===== src/rtl/pipe_pkg.sv =====
// Shared pipeline definitions: hazard FSM states, writeback
// encodings and the scoreboard match helper.
package pipe_pkg;

    typedef enum logic [1:0] {
        RUN   = 2'd0,
        STALL = 2'd1,
        FLUSH = 2'd2
    } state_t;

    localparam logic [1:0] WB_SEL_DRAM = 2'b01;
    localparam logic [4:0] REG_X0      = 5'd0;

    // A pending write satisfies a source read; x0 is never forwarded.
    function automatic logic reg_hit(
        input logic       we,
        input logic [4:0] waddr,
        input logic [4:0] src
    );
        return we && (waddr == src) && (src != REG_X0);
    endfunction

endpackage


===== src/rtl/pipe_hazard_ctrl_fwd_sel.sv =====
// Operand forward selector for one ID source register.
// Picks the youngest pending writer among EX, MEM and WB.
module fwd_sel
    import pipe_pkg::*;
#(
    parameter int XLEN = 32
) (
    input  logic [4:0]      i_src,
    input  logic            i_used,
    input  logic            i_ex_we,
    input  logic [4:0]      i_ex_waddr,
    input  logic            i_ex_load,
    input  logic            i_mem_we,
    input  logic [4:0]      i_mem_waddr,
    input  logic            i_wb_we,
    input  logic [4:0]      i_wb_waddr,
    input  logic [XLEN-1:0] i_ex_data,
    input  logic [XLEN-1:0] i_mem_data,
    input  logic [XLEN-1:0] i_wb_data,
    output logic            o_op,
    output logic [XLEN-1:0] o_data
);

    logic w_ex_hit;
    logic w_mem_hit;
    logic w_wb_hit;

    assign w_ex_hit  = reg_hit(i_ex_we, i_ex_waddr, i_src);
    assign w_mem_hit = reg_hit(i_mem_we, i_mem_waddr, i_src);
    assign w_wb_hit  = reg_hit(i_wb_we, i_wb_waddr, i_src);

    // Priority EX > MEM > WB; a load in EX has no data yet.
    always_comb begin
        o_op   = 1'b0;
        o_data = '0;
        if (w_ex_hit && !i_ex_load) begin
            o_op   = i_used;
            o_data = i_ex_data;
        end else if (w_mem_hit) begin
            o_op   = i_used;
            o_data = i_mem_data;
        end else if (w_wb_hit) begin
            o_op   = i_used;
            o_data = i_wb_data;
        end
    end

endmodule


===== src/rtl/pipe_hazard_ctrl.sv =====
// Hazard/forwarding controller: shadow scoreboard of EX/MEM/WB
// destinations, load-use stall, branch flush and perf counters.
module pipe_hazard_ctrl
    import pipe_pkg::*;
#(
    parameter int XLEN  = 32,
    parameter int CNT_W = 32
) (
    input  logic             clk,
    input  logic             rst_n,
    input  logic [4:0]       ID_rs1,
    input  logic [4:0]       ID_rs2,
    input  logic             ID_rs1_used,
    input  logic             ID_rs2_used,
    input  logic             ID_rf_we,
    input  logic [4:0]       ID_waddr,
    input  logic [1:0]       ID_wb_sel,
    input  logic             EX_branch_taken,
    input  logic [XLEN-1:0]  EX_alu_res,
    input  logic [XLEN-1:0]  MEM_wdata,
    input  logic [XLEN-1:0]  WB_wdata,
    output logic             pc_stall,
    output logic             if_id_stall,
    output logic             if_id_flush,
    output logic             id_ex_flush,
    output logic             rd1_op,
    output logic             rd2_op,
    output logic [XLEN-1:0]  rd1_f,
    output logic [XLEN-1:0]  rd2_f,
    output logic [CNT_W-1:0] stall_cnt,
    output logic [CNT_W-1:0] flush_cnt
);

    logic       r_ex_we;
    logic [4:0] r_ex_waddr;
    logic       r_ex_load;
    logic       r_mem_we;
    logic [4:0] r_mem_waddr;
    logic       r_wb_we;
    logic [4:0] r_wb_waddr;
    state_t     r_state;
    state_t     w_state_nxt;
    logic       w_luh;
    logic       w_stall_ev;

    logic [CNT_W-1:0] r_stall_cnt;
    logic [CNT_W-1:0] r_flush_cnt;

    assign w_luh = r_ex_load &&
        ((ID_rs1_used && reg_hit(r_ex_we, r_ex_waddr, ID_rs1)) ||
         (ID_rs2_used && reg_hit(r_ex_we, r_ex_waddr, ID_rs2)));

    assign w_stall_ev = w_luh && !EX_branch_taken;

    // Taken branch wins; wrong-path load-use is discarded.
    always_comb begin
        pc_stall    = 1'b0;
        if_id_stall = 1'b0;
        if_id_flush = 1'b0;
        id_ex_flush = 1'b0;
        if (EX_branch_taken) begin
            if_id_flush = 1'b1;
            id_ex_flush = 1'b1;
        end else if (w_luh) begin
            pc_stall    = 1'b1;
            if_id_stall = 1'b1;
            id_ex_flush = 1'b1;
        end
    end

    // Next FSM state: flush beats stall, both last one cycle.
    always_comb begin
        w_state_nxt = RUN;
        if (EX_branch_taken) begin
            w_state_nxt = FLUSH;
        end else if (w_luh && (r_state == RUN)) begin
            w_state_nxt = STALL;
        end
    end

    // Shadow pipeline of destinations; EX takes a bubble on flush.
    always_ff @(posedge clk) begin
        if (rst_n) begin
            r_ex_we     <= 1'b0;
            r_ex_waddr  <= REG_X0;
            r_ex_load   <= 1'b0;
            r_mem_we    <= 1'b0;
            r_mem_waddr <= REG_X0;
            r_wb_we     <= 1'b0;
            r_wb_waddr  <= REG_X0;
        end else begin
            if (id_ex_flush) begin
                r_ex_we    <= 1'b0;
                r_ex_waddr <= REG_X0;
                r_ex_load  <= 1'b0;
            end else begin
                r_ex_we    <= ID_rf_we;
                r_ex_waddr <= ID_waddr;
                r_ex_load  <= (ID_wb_sel == WB_SEL_DRAM);
            end
            r_mem_we    <= r_ex_we;
            r_mem_waddr <= r_ex_waddr;
            r_wb_we     <= r_mem_we;
            r_wb_waddr  <= r_mem_waddr;
        end
    end

    // Hazard FSM state register.
    always_ff @(posedge clk) begin
        if (rst_n) begin
            r_state <= RUN;
        end else begin
            r_state <= w_state_nxt;
        end
    end

    // Stall-cycle and flush-event counters, wrapping.
    always_ff @(posedge clk) begin
        if (rst_n) begin
            r_stall_cnt <= '0;
            r_flush_cnt <= '0;
        end else begin
            if (w_stall_ev) begin
                r_stall_cnt <= r_stall_cnt + CNT_W'(1);
            end
            if (EX_branch_taken) begin
                r_flush_cnt <= r_flush_cnt + CNT_W'(1);
            end
        end
    end

    assign stall_cnt = r_stall_cnt;
    assign flush_cnt = r_flush_cnt;

    fwd_sel #(.XLEN(XLEN)) u_fwd1 (
        .i_src       (ID_rs1),
        .i_used      (ID_rs1_used),
        .i_ex_we     (r_ex_we),
        .i_ex_waddr  (r_ex_waddr),
        .i_ex_load   (r_ex_load),
        .i_mem_we    (r_mem_we),
        .i_mem_waddr (r_mem_waddr),
        .i_wb_we     (r_wb_we),
        .i_wb_waddr  (r_wb_waddr),
        .i_ex_data   (EX_alu_res),
        .i_mem_data  (MEM_wdata),
        .i_wb_data   (WB_wdata),
        .o_op        (rd1_op),
        .o_data      (rd1_f)
    );

    fwd_sel #(.XLEN(XLEN)) u_fwd2 (
        .i_src       (ID_rs2),
        .i_used      (ID_rs2_used),
        .i_ex_we     (r_ex_we),
        .i_ex_waddr  (r_ex_waddr),
        .i_ex_load   (r_ex_load),
        .i_mem_we    (r_mem_we),
        .i_mem_waddr (r_mem_waddr),
        .i_wb_we     (r_wb_we),
        .i_wb_waddr  (r_wb_waddr),
        .i_ex_data   (EX_alu_res),
        .i_mem_data  (MEM_wdata),
        .i_wb_data   (WB_wdata),
        .o_op        (rd2_op),
        .o_data      (rd2_f)
    );

endmodule


===== config.mk =====
export PLATFORM = sky130hd
export DESIGN_NAME = pipe_hazard_ctrl
export DESIGN_NICKNAME = d
export VERILOG_FILES = /design/src/rtl/pipe_pkg.sv /design/src/rtl/pipe_hazard_ctrl_fwd_sel.sv /design/src/rtl/pipe_hazard_ctrl.sv
export SDC_FILE = /design/constraint.sdc
export NUM_CORES = 1
export LEC_CHECK = 0
export ABC_CLOCK_PERIOD_IN_PS = 3800
export BUFFER_PORTS_ARGS = -buffer_cell sky130_fd_sc_hd__buf_2
export CORE_UTILIZATION = 25
export CTS_CLUSTER_SIZE = 12
export DETAILED_ROUTE_END_ITERATION = 6
export PLACE_DENSITY = 0.57
export SYNTH_ARGS = -nofsm -noshare
export SYNTH_HDL_FRONTEND = slang
export SYNTH_SLANG_ARGS = --single-unit

===== constraint.sdc =====
create_clock -name clk -period 3.8 [get_ports clk]
set_clock_uncertainty 0.15 [all_clocks]
set_input_delay 0.38 -clock clk [delete_from_list [all_inputs] [get_ports clk]]
set_output_delay 0.38 -clock clk [all_outputs]
set_load 0.02 [all_outputs]

# After elaboration in Yosys (flattened, before gate mapping)
# Cells that the tools add are included.
totals:
  reg_bits: 83
  output_inout_bits: 134
  word_cells: 58
classes:
  n_mux: 16
  n_eq_ne: 7
  n_reduce_logical: 24
  add_sub_neg: 2
ops:
  columns: ["op", "n"]
  rows:
  - ["$mux 32", 6]
  - ["$add 32x1->32 const B", 2]
  - ["$eq 5x5->1", 6]
  - ["$logic_and 1x1->1", 18]
  - ["$mux 1", 10]
  - ["$reduce_bool 5->1", 2]
  - ["$eq 2x1->1 const B", 1]
  - ["$logic_not 1->1", 2]
  - ["$reduce_or 2->1", 1]
  - ["$logic_or 1x1->1", 1]

# Depth between registers and ports, before layout
depth:
  word_depth: 9
  ltp_mapped: 9

# Cells and area by module
# From an unflattened synthesis, not the netlist that was laid out.
hier_totals:
  cells_unflattened: 821
  area_unflattened_um2: 5989.5
modules_own_cells:
  columns: ["module", "cells_each", "area_per_inst_um2", "instances"]
  rows:
  - ["pipe_hazard_ctrl", 463, 4002.6, 1]
  - ["fwd_sel", 179, 993.5, 2]

# Least setup slack after synthesis
# Ideal clock, no wire load.
synth_path:
  kind: "input-to-output"
  from: "input port ID_rs2[0]"
  to: "output port rd2_f[10]"
  arrival_time_ns: 2.029
  cell_stages: 6
  slack_ns: 1.241
  path_cell_list: "buf_2 -> xor2_1 -> nor4_1 -> clkbuf_1 -> nand3_1 -> a21oi_1"
synth_via:
  elab_chain_len: 6
synth_rtl:
  columns: ["element", "line", "source"]
  rows:
  - ["from (decl)", "pipe_hazard_ctrl.sv:12", "input logic [4:0] ID_rs2,"]
  - ["$eq 5x5->1", "pipe_pkg.sv:20", "return we && (waddr == src) && (src != REG_X0);"]
  - ["$logic_and 1x1->1 (2 in a row)", "pipe_pkg.sv:20", null]
  - ["$mux 32", "pipe_hazard_ctrl_fwd_sel.sv:42", "end else if (w_wb_hit) begin"]
  - ["$mux 32", "pipe_hazard_ctrl_fwd_sel.sv:39", "end else if (w_mem_hit) begin"]
  - ["$mux 32 (*)", "pipe_hazard_ctrl_fwd_sel.sv:36", "if (w_ex_hit && !i_ex_load) begin"]
  - ["to (decl)", "pipe_hazard_ctrl.sv:29", "output logic [XLEN-1:0] rd2_f,"]
# Every way passes the cells marked *; elsewhere a longest branch is shown, timed or not.

# Worst setup path after layout
layout_path:
  from: "input port ID_rs2[1]"
  to: "output port rd2_f[0]"
# The elaborated chain is that of the path after synthesis.

==> impl_results.md <==
- Cell mode on critical path: buf_2
- Combinational cell fraction of total power: 10.3%
- Post-Synth XOR/XNOR Area: under 10%
- WP data required: around 3.3 ns
- Worst Hold Depth: 2
- Hold crit path type: in2reg
- Antenna Violating Nets Remaining: 0
- Final setup viols: 0
- Adder and majority cell fraction of the synthesized area: 0.448%
- Register share of total power: roughly 46%
- CTS root buffer: clkbuf_16
- Later-pin clock latency in the skew report: between 0.3 and 0.4 ns
- Fin. max-slew vios: 0
- Fmax achieved: just over 0.3 GHz
- First drt pass iteration count: 5
- DRT iter0 DRCs: 294
- Critical Path Max Stage Delay: 0.62 ns
- TritonCTS clock tree: yes
- RR Endpoint: stall_cnt[28]$_SDFFE_PP0P_
- Outcome: complete, no violations
- Worst Hold Slack: approximately 0.083 ns
- Post-Layout Cell Count: ~1,300
- Switch share: 25.0%
- Sequential area share after synthesis: between 20% and 30%
- Cts repair resizes: 0
- CTS Buf Count: 9
- CP max-delay cell: or2_2
- Mapped Cells: between 700 and 800
- Simple-gate portion of the synthesized area: between 20% and 30%
- Die Span Y: roughly 150 um
- Syn_area_per_cell: approximately 7.4 um^2
- Die W: approximately 150 um
- Final worst-path cycle share: slightly below 90%
- Clk slew on worst S/H paths: 0.07 ns
- Clock share of power: roughly 43%
- P_leak: between 3 and 4 nW
- Initial core utilization: about a quarter
- Distinct cells, synth: 43
- RSZ-0062 raised after global routing: false
- Hold Path End: r_ex_waddr[1]$_SDFF_PP0_
- Vias in the first global route: about 5,500
- Worst rel slew slack: a little over a third
- Pin count of the biggest net entering global routing: between 60 and 70
- Final min period: between 3 and 4 ns
- DP HPWL: approximately 15 mm
- Clock sinks: 83
- Largest family of logic cells by synthesized area: simple AND/OR/NAND/NOR gates
- CP cell instances: buf_2 -> or4_4 -> o211ai_1 -> or2_2 -> nand3_1 -> a21oi_1 -> buf_2
- Number of hold buffers added after CTS: 0
- Worst r2r path cells: 5
- Tot GR Track Use: about 16%
- IO Pins: roughly 250
- Reg2reg setup slack: roughly 1.3 ns
- RR Startpoint: stall_cnt[1]$_SDFFE_PP0P_
- Vias: 6,385
- Worst Hold Launch: ID_waddr[1]
- Mapped cell area: 0.00559 mm^2
- Port Buffers: between 200 and 300
- Compound-Gate Fraction of Synth Area: roughly 22%
- TNS Setup: 0 ns
- Initial antenna violation count: 3
- Core ar.: between 0.02 and 0.025 mm^2
- Nets: 1,086
- Drt wl/cell: between 15 and 20 um
- Async SR Flop Fraction: 0%
- Crit Path Max Fanout: 32
- Clk buf depth: 2
- Syn Nets: ~900
- Share of layout cells above drive strength 1: a little under a third
- First-pass GRT wire length: approximately 29 mm
- Maximum vdd drop: about 180 uV
- Crit start category: input pin
- P_int: roughly 1.4 mW
- Die area: 0.0229 mm^2
- Crit end category: primary output
- Delay-heaviest family, CP: simple AND/OR/NAND/NOR gates
- Final Hold Fails: 0
- Number of flops mapped to enable cells by yosys: 0
- CP arrival: between 2 and 3 ns
- Pwr Density: ~260 mW/mm^2
- Max_cap viols: 0
- Warnings from Yosys: 0
- FP Rows: 54
- Post-CTS setup buffers: 0
- GRT overflow: 0
- Synthesis-to-finish area growth: 30.6%
- DR DRC count: 0
- Synth Flop Type: dfxtp_1
- Critical path class: in2out
- Crit path from: ID_rs2[1]
- Register bit total from synthesis: 83
- Worst slew pin tran: between 0.9 and 1 ns
- Inst Count DP: between 1,000 and 1,500
- WP buf/inv: 2
- Vias/cell: slightly above 5
- NetSw: 0.479 mW
- H-tree Lvls: 3
- Post-synthesis mux area share: less than 1%
- GPL Wtd Cong: around 0.85
- Routed WL: 20.1 mm
power groups by stage:
| stage | clock network, mW | registers, mW | logic [mW] |
|---|---|---|---|
| 2_1_floorplan | 0 | 0.907 | 0.0843 |
| 3_3_place_gp | 0 | 0.908 | 0.196 |
| 3_5_place_dp | 0 | 0.908 | 0.196 |
| 4_1_cts | 0.857 | 0.888 | 0.197 |
| 5_1_grt | 0.895 | 0.889 | 0.213 |
| 6_report | 0.832 | 0.888 | 0.197 |
cell usage in the layout (no fill, tap or decap), types with 4 or more instances in the layout:
cell type    n
or3_1        6
xnor2_1     38
nor2b_1     13
and3_1      35
nand3_1     53
or2_2        5
nor2_1      74
and4_1       7
or4_1       32
buf_2      252
o31ai_1     27
xor2_1      20
a21oi_1     97
dfxtp_1     83
clkbuf_16    9
nand4_1     27
nand2_1     20
o21ai_0     34
buf_4       12
o22a_1      32
nor4_1       7
inv_1       38
o21ai_1      4
and2_1      10
state kept, by name (all words and copies together), names as in the netlist:
signal       flops
stall_cnt       32
r_mem_we         1
r_wb_waddr       5
r_wb_we          1
r_ex_load        1
flush_cnt       32
r_mem_waddr      5
r_ex_waddr       5
r_ex_we          1
worst max-delay path by stage:
stage                      endpoint  slack (ns)  cells past startpoint
after global placement     rd2_f[0]        0.49                      7
after detailed placement   rd2_f[0]        0.45                      7
final                      rd2_f[0]        0.50                      7
after global routing       rd2_f[0]        0.40                      7
after floorplan           rd2_f[10]        1.24                      6
after CTS                  rd2_f[0]        0.44                      7
routing by layer:
layer	vias up	global-route usage, %	part of all wire [%]
met2	274	27.1	47
met4	4	5.15	1.8
met1	2921	20.6	43
met3	32	3.83	8.2
li1	3154	-	-
met5	-	0	0.13
logic make-up after synthesis:
family                   count (synthesis)
AND/OR/NAND/NOR                        302
buffers and inverters                  101
XOR/XNOR                                59
multiplexers                             2
AO/OA/AOI/OAI                          204
adder cells (fa/ha/maj)                  2
flip-flops                              83
Yosys cell counts (all sizes together), types with 2 or more instances:
cell type	number	area (um^2)
or3	6	37.5
inv	38	143
o31ai	27	203
and2	10	62.6
or4	34	259
clkbuf	41	156
a21oi	97	485
and3	35	219
o211ai	5	47.5
nor2	77	292
nor2b	13	81.3
o21ai	38	190
xnor2	39	349
o22a	33	289
nand3	53	265
or2	5	31.3
nand2	20	75.1
dfxtp	83	1660
nand4	27	169
ha	2	25.0
buf	22	140
nor3	3	15.0
and4	7	61.3
nor4	10	75.1
xor2	20	175
through the flow:
stage | cell area (um^2) | utilization [%] | worst slack, ns | power, mW
final | 7300 | 33.3 | 0.500 | 1.92
after global routing | 7300 | 33.3 | 0.404 | 2.00
after CTS | 7300 | 33.3 | 0.443 | 1.94
after detailed placement | 7010 | 32.0 | 0.451 | 1.10
after global placement | 7010 | 32.0 | 0.488 | 1.10
after floorplan | 5590 | - | 1.24 | 0.992
area by class of cell:
type	instances	area (um^2)
Tap cell	280	350
Antenna cell	1	2.50
Sequential cell	83	1660
Timing Repair Buffer	264	1350
Inverter	38	143
Clock buffer	12	256
Fill cell	2390	14600
Multi-Input combinational cell	569	3510
Clock inverter	4	25.0
(Power assumes the default switching activity.)
